$ cat config.mk
export PLATFORM = sky130hd
export DESIGN_NAME = pa_lsu_vb_wb_ctrl_flat
export DESIGN_NICKNAME = d
export VERILOG_FILES = /design/src/rtl/pa_lsu_vb_wb_ctrl_if.sv /design/src/rtl/pa_lsu_vb_wb_ctrl.sv /design/src/flat_wrapper.sv
export SDC_FILE = /design/constraint.sdc
export NUM_CORES = 1
export LEC_CHECK = 0
export CELL_PAD_IN_SITES_DETAIL_PLACEMENT = 1
export CELL_PAD_IN_SITES_GLOBAL_PLACEMENT = 1
export CORE_AREA = 4 4 265 267
export CTS_BUF_LIST = sky130_fd_sc_hd__clkbuf_16
export DETAILED_ROUTE_END_ITERATION = 6
export DIE_AREA = 0 0 269 271
export GPL_ROUTABILITY_DRIVEN = 0
export MAX_ROUTING_LAYER = met4
export PLACE_DENSITY = 0.78
export SKIP_LAST_GASP = 1
export SYNTH_ARGS = -nofsm -noshare
export SYNTH_HDL_FRONTEND = slang
export SYNTH_SLANG_ARGS = --single-unit
$ cat constraint.sdc
create_clock -name forever_cpuclk -period 13.6 [get_ports forever_cpuclk]
set_input_delay 1.36 -clock forever_cpuclk [delete_from_list [all_inputs] [get_ports forever_cpuclk]]
set_output_delay 1.36 -clock forever_cpuclk [all_outputs]
set_load 0.02 [all_outputs]
$ cat src/rtl/pa_lsu_vb_wb_ctrl_if.sv
// ---------------------------------------------------------------------------
// pa_lsu_vb_wb_ctrl_if
//
// Victim-buffer write-back bus between the LSU write-back controller (master)
// and the BIU (slave).
//
// Handshake semantics:
//   lsu_biu_vb_req is held with lsu_biu_vb_addr until biu_lsu_vb_grant is
//   seen high on a clock edge; lsu_biu_vb_wvld is held with the current
//   lsu_biu_vb_wdata/lsu_biu_vb_wlast until biu_lsu_vb_wready is seen high on
//   a clock edge (valid never drops while waiting, no bubbles between beats);
//   biu_lsu_vb_cmplt is a single-cycle write response, and inputs that arrive
//   outside the phase that expects them are ignored.
//
// Signals:
//   lsu_biu_vb_req    master->slave  address request
//   lsu_biu_vb_addr   master->slave  32-bit line-aligned burst address
//   biu_lsu_vb_grant  slave->master  address accepted
//   lsu_biu_vb_wvld   master->slave  write beat valid
//   lsu_biu_vb_wdata  master->slave  64-bit write beat
//   lsu_biu_vb_wlast  master->slave  final beat marker
//   biu_lsu_vb_wready slave->master  beat accepted
//   biu_lsu_vb_cmplt  slave->master  write response
//   biu_lsu_vb_err    slave->master  error status with the response
//                                    (only when PA_LSU_VB_WB_ERR_EN is defined)
// ---------------------------------------------------------------------------
interface pa_lsu_vb_wb_ctrl_if;
  logic        lsu_biu_vb_req;
  logic [31:0] lsu_biu_vb_addr;
  logic        biu_lsu_vb_grant;
  logic        lsu_biu_vb_wvld;
  logic [63:0] lsu_biu_vb_wdata;
  logic        lsu_biu_vb_wlast;
  logic        biu_lsu_vb_wready;
  logic        biu_lsu_vb_cmplt;
`ifdef PA_LSU_VB_WB_ERR_EN
  logic        biu_lsu_vb_err;

  modport master (
    output lsu_biu_vb_req, lsu_biu_vb_addr, lsu_biu_vb_wvld,
           lsu_biu_vb_wdata, lsu_biu_vb_wlast,
    input  biu_lsu_vb_grant, biu_lsu_vb_wready, biu_lsu_vb_cmplt,
           biu_lsu_vb_err
  );

  modport slave (
    input  lsu_biu_vb_req, lsu_biu_vb_addr, lsu_biu_vb_wvld,
           lsu_biu_vb_wdata, lsu_biu_vb_wlast,
    output biu_lsu_vb_grant, biu_lsu_vb_wready, biu_lsu_vb_cmplt,
           biu_lsu_vb_err
  );
`else
  modport master (
    output lsu_biu_vb_req, lsu_biu_vb_addr, lsu_biu_vb_wvld,
           lsu_biu_vb_wdata, lsu_biu_vb_wlast,
    input  biu_lsu_vb_grant, biu_lsu_vb_wready, biu_lsu_vb_cmplt
  );

  modport slave (
    input  lsu_biu_vb_req, lsu_biu_vb_addr, lsu_biu_vb_wvld,
           lsu_biu_vb_wdata, lsu_biu_vb_wlast,
    output biu_lsu_vb_grant, biu_lsu_vb_wready, biu_lsu_vb_cmplt
  );
`endif
endinterface

$ cat src/rtl/pa_lsu_vb_wb_ctrl.sv
// ---------------------------------------------------------------------------
// pa_lsu_vb_wb_ctrl
//
// Victim-buffer write-back controller. Picks one requesting VB entry
// round-robin, snapshots its line address and 256-bit dirty data, writes the
// line to the BIU as a 4-beat 64-bit burst, and pulses a completion back to
// that entry when the bus write response arrives.
//
// Optional feature macro: PA_LSU_VB_WB_ERR_EN
//   defined   : bus error status is sampled with the write response and
//               accumulated in vb_wb_err_sticky (cleared only by reset);
//               the completion pulse is still issued on an error.
//   undefined : no error input/output; bus error status is discarded.
//
// Ports:
//   forever_cpuclk         clock
//   cpurst                 asynchronous active-high reset
//   rtu_yy_xx_async_flush  pipeline flush
//   vb_entry_biu_req       per-entry write-back request
//   vb_entry_addr          per-entry line address [31:5], entry i at [27i+:27]
//   vb_entry_data          per-entry line data, entry i at [256i+:256]
//   vb_wb_grant            one-hot grant pulse (combinational, IDLE cycle)
//   vb_wb_cmplt            one-hot completion pulse (combinational, RESP cycle)
//   biu                    BIU write-back bus (master side)
//   vb_wb_err_sticky       sticky bus error flag (PA_LSU_VB_WB_ERR_EN only)
//   vb_wb_dbginfo          current FSM state
// ---------------------------------------------------------------------------
module pa_lsu_vb_wb_ctrl #(
  parameter int ENTRY_NUM = 2
) (
  input  logic                     forever_cpuclk,
  input  logic                     cpurst,
  input  logic                     rtu_yy_xx_async_flush,
  input  logic [ENTRY_NUM-1:0]     vb_entry_biu_req,
  input  logic [27*ENTRY_NUM-1:0]  vb_entry_addr,
  input  logic [256*ENTRY_NUM-1:0] vb_entry_data,
  output logic [ENTRY_NUM-1:0]     vb_wb_grant,
  output logic [ENTRY_NUM-1:0]     vb_wb_cmplt,
  pa_lsu_vb_wb_ctrl_if.master      biu,
`ifdef PA_LSU_VB_WB_ERR_EN
  output logic                     vb_wb_err_sticky,
`endif
  output logic [1:0]               vb_wb_dbginfo
);

  localparam int IDX_W = (ENTRY_NUM > 1) ? $clog2(ENTRY_NUM) : 1;

  localparam logic [1:0] IDLE = 2'b00;
  localparam logic [1:0] REQ  = 2'b01;
  localparam logic [1:0] DATA = 2'b10;
  localparam logic [1:0] RESP = 2'b11;

  logic [1:0]       state;
  logic [IDX_W-1:0] rr_ptr;
  logic [IDX_W-1:0] idx_q;
  logic [1:0]       beat_q;
  logic             kill_q;
  logic [26:0]      addr_q;
  logic [255:0]     data_q;

  logic             arb_vld;
  logic [IDX_W-1:0] arb_sel;
  int               cand;
  logic             grant_fire;
  logic             resp_fire;
  logic [IDX_W-1:0] rr_next;

  // Round-robin pick: first requester at or after rr_ptr, wrapping.
  always_comb begin
    arb_vld = 1'b0;
    arb_sel = '0;
    cand    = 0;
    for (int i = 0; i < ENTRY_NUM; i++) begin
      cand = int'(rr_ptr) + i;
      if (cand >= ENTRY_NUM) cand = cand - ENTRY_NUM;
      if (!arb_vld && vb_entry_biu_req[cand]) begin
        arb_vld = 1'b1;
        arb_sel = IDX_W'(cand);
      end
    end
  end

  assign rr_next = (arb_sel == IDX_W'(ENTRY_NUM - 1)) ? '0 : arb_sel + 1'b1;

  // cpurst gates the grant so every output is low while reset is held,
  // even if entries keep requesting.
  assign grant_fire = (state == IDLE) && arb_vld && !rtu_yy_xx_async_flush && !cpurst;
  assign resp_fire  = (state == RESP) && biu.biu_lsu_vb_cmplt;

  assign vb_wb_grant = grant_fire ? (ENTRY_NUM'(1) << arb_sel) : '0;

  // A flush landing in the response cycle has already reset the entry, so it
  // suppresses the pulse just like a flush seen earlier in the burst.
  assign vb_wb_cmplt = (resp_fire && !kill_q && !rtu_yy_xx_async_flush)
                       ? (ENTRY_NUM'(1) << idx_q) : '0;

  assign biu.lsu_biu_vb_req   = (state == REQ);
  assign biu.lsu_biu_vb_addr  = {addr_q, 5'b0};
  assign biu.lsu_biu_vb_wvld  = (state == DATA);
  assign biu.lsu_biu_vb_wdata = data_q[64*beat_q +: 64];
  assign biu.lsu_biu_vb_wlast = (state == DATA) && (beat_q == 2'd3);

  assign vb_wb_dbginfo = state;

  always_ff @(posedge forever_cpuclk or posedge cpurst) begin
    if (cpurst) begin
      state  <= IDLE;
      rr_ptr <= '0;
      idx_q  <= '0;
      beat_q <= 2'd0;
      kill_q <= 1'b0;
      addr_q <= '0;
      data_q <= '0;
    end else begin
      case (state)
        IDLE: begin
          // Entry request is not looked at again after this cycle.
          if (grant_fire) begin
            state  <= REQ;
            idx_q  <= arb_sel;
            addr_q <= vb_entry_addr[27*arb_sel +: 27];
            data_q <= vb_entry_data[256*arb_sel +: 256];
            rr_ptr <= rr_next;
          end
        end
        REQ: begin
          // Once the bus has the address the burst must finish; a coincident
          // flush only marks the transaction as killed.
          if (biu.biu_lsu_vb_grant) begin
            state  <= DATA;
            beat_q <= 2'd0;
            if (rtu_yy_xx_async_flush) kill_q <= 1'b1;
          end else if (rtu_yy_xx_async_flush) begin
            state <= IDLE;
          end
        end
        DATA: begin
          if (rtu_yy_xx_async_flush) kill_q <= 1'b1;
          if (biu.biu_lsu_vb_wready) begin
            beat_q <= beat_q + 2'd1;
            if (beat_q == 2'd3) state <= RESP;
          end
        end
        RESP: begin
          if (biu.biu_lsu_vb_cmplt) begin
            state  <= IDLE;
            kill_q <= 1'b0;
          end else if (rtu_yy_xx_async_flush) begin
            kill_q <= 1'b1;
          end
        end
        default: state <= IDLE;
      endcase
    end
  end

`ifdef PA_LSU_VB_WB_ERR_EN
  always_ff @(posedge forever_cpuclk or posedge cpurst) begin
    if (cpurst) begin
      vb_wb_err_sticky <= 1'b0;
    end else if (resp_fire && biu.biu_lsu_vb_err) begin
      vb_wb_err_sticky <= 1'b1;
    end
  end
`endif

endmodule

$ cat src/flat_wrapper.sv
// flat-port wrapper written by rule: the top's interface ports become plain ports
module pa_lsu_vb_wb_ctrl_flat 
#(
  parameter int ENTRY_NUM = 2
)
  (forever_cpuclk, cpurst, rtu_yy_xx_async_flush, vb_entry_biu_req, vb_entry_addr, vb_entry_data, vb_wb_grant, vb_wb_cmplt, vb_wb_dbginfo, biu_lsu_biu_vb_req, biu_lsu_biu_vb_addr, biu_lsu_biu_vb_wvld, biu_lsu_biu_vb_wdata, biu_lsu_biu_vb_wlast, biu_biu_lsu_vb_grant, biu_biu_lsu_vb_wready, biu_biu_lsu_vb_cmplt);
  pa_lsu_vb_wb_ctrl_if biu_i ();
  input  logic forever_cpuclk;
  input  logic cpurst;
  input  logic rtu_yy_xx_async_flush;
  input  logic [ENTRY_NUM-1:0] vb_entry_biu_req;
  input  logic [27*ENTRY_NUM-1:0] vb_entry_addr;
  input  logic [256*ENTRY_NUM-1:0] vb_entry_data;
  output logic [ENTRY_NUM-1:0] vb_wb_grant;
  output logic [ENTRY_NUM-1:0] vb_wb_cmplt;
  output logic [1:0] vb_wb_dbginfo;
  output wire logic [$bits(biu_i.lsu_biu_vb_req)-1:0] biu_lsu_biu_vb_req;
  output wire logic [$bits(biu_i.lsu_biu_vb_addr)-1:0] biu_lsu_biu_vb_addr;
  output wire logic [$bits(biu_i.lsu_biu_vb_wvld)-1:0] biu_lsu_biu_vb_wvld;
  output wire logic [$bits(biu_i.lsu_biu_vb_wdata)-1:0] biu_lsu_biu_vb_wdata;
  output wire logic [$bits(biu_i.lsu_biu_vb_wlast)-1:0] biu_lsu_biu_vb_wlast;
  input wire logic [$bits(biu_i.biu_lsu_vb_grant)-1:0] biu_biu_lsu_vb_grant;
  input wire logic [$bits(biu_i.biu_lsu_vb_wready)-1:0] biu_biu_lsu_vb_wready;
  input wire logic [$bits(biu_i.biu_lsu_vb_cmplt)-1:0] biu_biu_lsu_vb_cmplt;
  assign biu_lsu_biu_vb_req = biu_i.lsu_biu_vb_req;
  assign biu_lsu_biu_vb_addr = biu_i.lsu_biu_vb_addr;
  assign biu_lsu_biu_vb_wvld = biu_i.lsu_biu_vb_wvld;
  assign biu_lsu_biu_vb_wdata = biu_i.lsu_biu_vb_wdata;
  assign biu_lsu_biu_vb_wlast = biu_i.lsu_biu_vb_wlast;
  assign biu_i.biu_lsu_vb_grant = biu_biu_lsu_vb_grant;
  assign biu_i.biu_lsu_vb_wready = biu_biu_lsu_vb_wready;
  assign biu_i.biu_lsu_vb_cmplt = biu_biu_lsu_vb_cmplt;
  pa_lsu_vb_wb_ctrl #(.ENTRY_NUM(ENTRY_NUM)) u_core (.forever_cpuclk(forever_cpuclk), .cpurst(cpurst), .rtu_yy_xx_async_flush(rtu_yy_xx_async_flush), .vb_entry_biu_req(vb_entry_biu_req), .vb_entry_addr(vb_entry_addr), .vb_entry_data(vb_entry_data), .vb_wb_grant(vb_wb_grant), .vb_wb_cmplt(vb_wb_cmplt), .biu(biu_i), .vb_wb_dbginfo(vb_wb_dbginfo));
endmodule
# Yosys cells after proc, flatten, opt, wreduce, memory -nomap -nowiden

Index checks and enable logic that the tools add are counted.

$add $sub $neg: 5
Multipliers: 1
Magnitude comparators: 4
Equal/unequal tests: 10
Shift operators: 5
Multiplexer cells: 29
Reduce and logical (&&, ||, !) cells: 19

Operator list:

| kind                  | count |
|---|---|
| $shiftx 512x10->256   | 1 |
| $shiftx 256x9->64     | 1 |
| $lt 32x3->1 const B   | 2 |
| $mux 32               | 2 |
| $shiftx 54x7->27      | 1 |
| $ge 32x3->1 const B   | 1 |
| $sub 32x3->32 const B | 1 |
| $mux 2                | 10 |
| $mux 1                | 14 |
| $logic_and 1x1->1     | 8 |
| $ne 2x1->1 const B    | 4 |
| $pmux 2 s4            | 1 |
| $eq 2x2->1 const B    | 3 |
| $mul 5x1->6 const A   | 1 |
| $reduce_and 5->1      | 1 |
| $logic_not 1->1       | 4 |
| $pmux 2 s2            | 1 |
| $reduce_and 2->1      | 2 |
| $shl 1x1->2 const A   | 2 |
| $ne 3x2->1 const B    | 1 |
| $pmux 1 s3            | 1 |
| $reduce_and 3->1      | 1 |
| $reduce_bool 3->1     | 1 |
| $sub 1x2->3 const B   | 1 |
| 8 further kinds       | 8 |

Flip-flop bits (word level): 290
Input bits: 574
Output and inout port bits: 105
Word-level logic and storage cells: 80

# Logic depth before layout (Yosys ltp)

Word-level depth: 14
Gate-level depth with buffers: 8
Depth with buffers taken out: 3

# Least setup slack after synthesis

No wires, ideal clock.

Kind: input to output
From: in vb_entry_biu_req[1]
To: out vb_wb_grant[1]
Arrival time: 2.499 ns
Required time: 12.240 ns
Setup slack: 9.741 ns
Stages: 6
Path buffers: 3
Cell sequence: buf_2 > o21ba_1 > buf_2 > buf_2 > nand2_1 > nor3_1

Word-level cells in the longest chain between the ends: 11
Elaborated cells between the ends (all ways): 17
Those cells by class: shift: 1; mux: 11; reduce/logical: 5

RTL lines:

| what                                      | RTL line                | RTL |
|---|---|---|
| from (decl)                               | flat_wrapper.sv:11      | `input logic [ENTRY_NUM-1:0] vb_entry_biu_req;` |
| $mux 1 (implied by the code) (3 in a row) | pa_lsu_vb_wb_ctrl.sv:76 | `if (!arb_vld && vb_entry_biu_req[cand]) begin` |
| $mux 1                                    | pa_lsu_vb_wb_ctrl.sv:76 |  |
| $logic_not 1->1                           | pa_lsu_vb_wb_ctrl.sv:76 |  |
| $logic_and 1x1->1                         | pa_lsu_vb_wb_ctrl.sv:76 |  |
| $mux 1                                    | pa_lsu_vb_wb_ctrl.sv:76 |  |
| $logic_and 1x1->1 (3 in a row)            | pa_lsu_vb_wb_ctrl.sv:87 | `assign grant_fire = (state == IDLE) && arb_vld && !rtu_yy_xx_async_flush && !cpurst;` |
| $mux 2 (*)                                | pa_lsu_vb_wb_ctrl.sv:90 | `assign vb_wb_grant = grant_fire ? (ENTRY_NUM'(1) << arb_sel) : '0;` |
| to (decl)                                 | flat_wrapper.sv:14      | `output logic [ENTRY_NUM-1:0] vb_wb_grant;` |

Mark *: on every way between the ends. The rest lies on a longest branch, timed or not. The select of a mux whose other input is x is not followed.

# Worst setup path after layout

From: in vb_entry_biu_req[0]
To: out vb_wb_grant[1]

Same word-level chain as after synthesis.

==> flow_summary.toml <==
[clocking]
h-tree-depth = 2
cts_sinks = 290
cts-resized-gates = 0
insertion_delay_ps = 560
cts_setup_buffers = 0
cts_tree = "built"
clk_pin_slew_ps = 60
postCtsHoldBufs = 0
cts-buffers-inserted = 37
cts-root-buf = "clkbuf_16"
cts_buffer_depth = 3

[floorplan]
fp.coreArea_mm2 = 0.0681
die_h_um = 271
die-area_mm2 = 0.0729
initial_utilization_pct = 25.7
num_io_pins = 679
rows = 96
die_w_um = 269

[setup_path]
cp_num_buf_inv = 2
path_max_fanout = 64
crit_type = "primary input to output port"
crit_slowest_cell = "o21ba_4"
worst_path_dominant_cell_family = "buffers and inverters"
reg2reg_depth = 5
slowest_delay_ps = 760
crit_path_frequent_cell = "clkdlybuf4s50_1"
startpoint_type = "primary input"
cp.required_ps = 12240
path_cells = "clkdlybuf4s50_1, o21ba_4, nand2_1, nor3_1, clkdlybuf4s50_1"
cp.arrival_ps = 3890
cp_num_cells = 5
cp-end-kind = "output port"

[logic_synthesis]
syn_avg_cell_area_um2 = 9.70
synth.top_cell.area_share_pct = 41.5
synthArstFlopShare_pct = 100
synth.most_common_cell = "dfrtp_1"
ys_ff_latch = 290
yosysSeqAreaShare_pct = 41.5
synth_area_leader_cell = "dfrtp_1"
ys_types = 32
syn-cell-area_mm2 = 0.0175
synth-edff-count = 0
synth_flop_cell = "dfrtp_1"
syn_inst = 1803
synthTopCellsByArea = "dfrtp_1 41%, o211ai_1 12%, a21oi_1 8.3%, mux4_2 8.2%, o21ai_0 8.1%"
ys_warn_count = 0
synth_common_cells = "290 x dfrtp_1, 289 x a21oi_1, 284 x o21ai_0, 283 x o211ai_1, 205 x a31oi_1"

[drt]
dr_total_vias = 18700
firstDrtPassIters = 5
wire_per_inst_um = 26.3
via_per_inst = 5.88
drt_iter0_drc = 1508
wl_um = 83900
ant_nets = 0
route.detailed.drc = 0

[global_routing]
grt_usage_pct = 22.3
grt_overflow = 0
grt_pass1_wl_um = 125000
antenna_found_initial = 12
grt_max_degree = 206
grt_pass1_vias = 19600

[power_and_ir_drop]
ir_drop_uv = 105
totalPowerFinal_mw = 5.21
powerDensity_mw_per_mm2 = 205
cellLeakagePower_nw = 8.55

[finish]
area_growth_pct = 45.6
regArea_mm2 = 0.00727
multi_input_area_mm2 = 0.00894
final_core_util_pct = 37.4
final.fill_count = 7611
layout-drive-gt1-share_pct = 9.85
final_nets = 2846

[timing]
finalCritPeriodShare_pct = 38.6
min_period_ps = 5250
hold_violations = 0
setup_viol = 0
max_slew_margin_pct = 23.0
grt_setup_unrepaired = "no"
setup_tns_ps = 0
final_max_slew_viol_count = 0
holdWs_ps = 533
fmax_mhz = 190
clock_skew_ps = 25.1
worst_pin_slew_ps = 1160

[run_status]
outcome = "completed"

[job]
drv_cap = 0

[place]
portBuffers = 673
dp_hpwl_um = 55200

[hold_path]
min_path_type = "flip-flop to flip-flop"
hold_depth = 1
-- power breakdown --
group	switching [mW]	internal (mW)
Combinational	1.38	1.18
Clock	0.402	0.552
Sequential	0.383	1.31
-- per-stage QoR --
stage / instances / setup WS [ps] / instance area (um2)
finish: 3189 / 8350 / 25500
global placement: 3114 / 8300 / 24300
global route: 3189 / 8170 / 25500
floorplan: 1807 / 4230 / 17500
CTS: 3177 / 8270 / 25400
detailed placement: 3114 / 8260 / 24300
-- cells by family (layout without fill, tap and decap cells) --
kind of cell,after synthesis,count (layout),share of synthesized area [%]
other,1,17,0.0214
buffers and inverters,279,767,7.59
DFF,290,290,41.5
muxes,66,66,8.36
adders and majority gates,1,1,0.0715
and+or+nand+nor,20,20,0.651
AOI/OAI and AO/OA,1146,1146,41.8
-- final cells by class --
class,instances,area share [%]
inverter,5,0.152
timing repair buffer,699,27.3
multi-input combinational,1238,35.1
clock buffer,39,3.83
tap,882,4.33
clock inverter,24,0.609
sequential,290,28.5
antenna,12,0.118
-- worst paths after layout --
kind	slack [ps]	endpoint	startpoint
min in group asynchronous	1380	u_core.data_q[213]	cpurst
max in group asynchronous	10090	u_core.data_q[181]	cpurst
worst max register to register	10170	u_core.data_q[60]	u_core.rr_ptr
worst min-delay path	530	u_core.kill_q	u_core.kill_q
worst max-delay path	8350	vb_wb_grant[1]	vb_entry_biu_req[0]
worst min register to register	530	u_core.kill_q	u_core.kill_q
-- sequential cells by signal (all words and copies together), names as in the netlist, named ones only --
name                  count
u_core.data_q           256
u_core.idx_q              1
u_core.rr_ptr             1
u_core.kill_q             1
u_core.addr_q            27
u_core.vb_wb_dbginfo      1
u_core.beat_q             2
-- routing by layer --
metal  up-vias  GRT usage, %  wire length, um
met5         -             -                0
met4         0          7.81             3040
met3       164          3.66             5490
met2       867          36.7            41500
met1      9655          27.9            33800
li1       8062             -                -
-- worst register-to-register path, cell delays in order, from the launching register on --
cell,delay [ps]
dfrtp_4,480
buf_4,600
buf_4,850
buf_4,790
o211ai_1,410
a31oi_1,240
-- cells in the final DEF (no fill, tap or decap), types with 3 or more instances in the layout --
cell type / instances
a21oi_1: 289
a31oi_1: 205
a31oi_2: 79
buf_4: 24
clkbuf_16: 39
clkdlybuf4s50_1: 672
clkinv_1: 10
conb_1: 5
dfrtp_1: 287
dfrtp_4: 3
diode_2: 12
inv_1: 10
mux4_2: 64
nand2_1: 3
nor2_1: 5
nor2b_1: 3
o211ai_1: 283
o21ai_0: 284
Power figures use the tool's default switching activity.
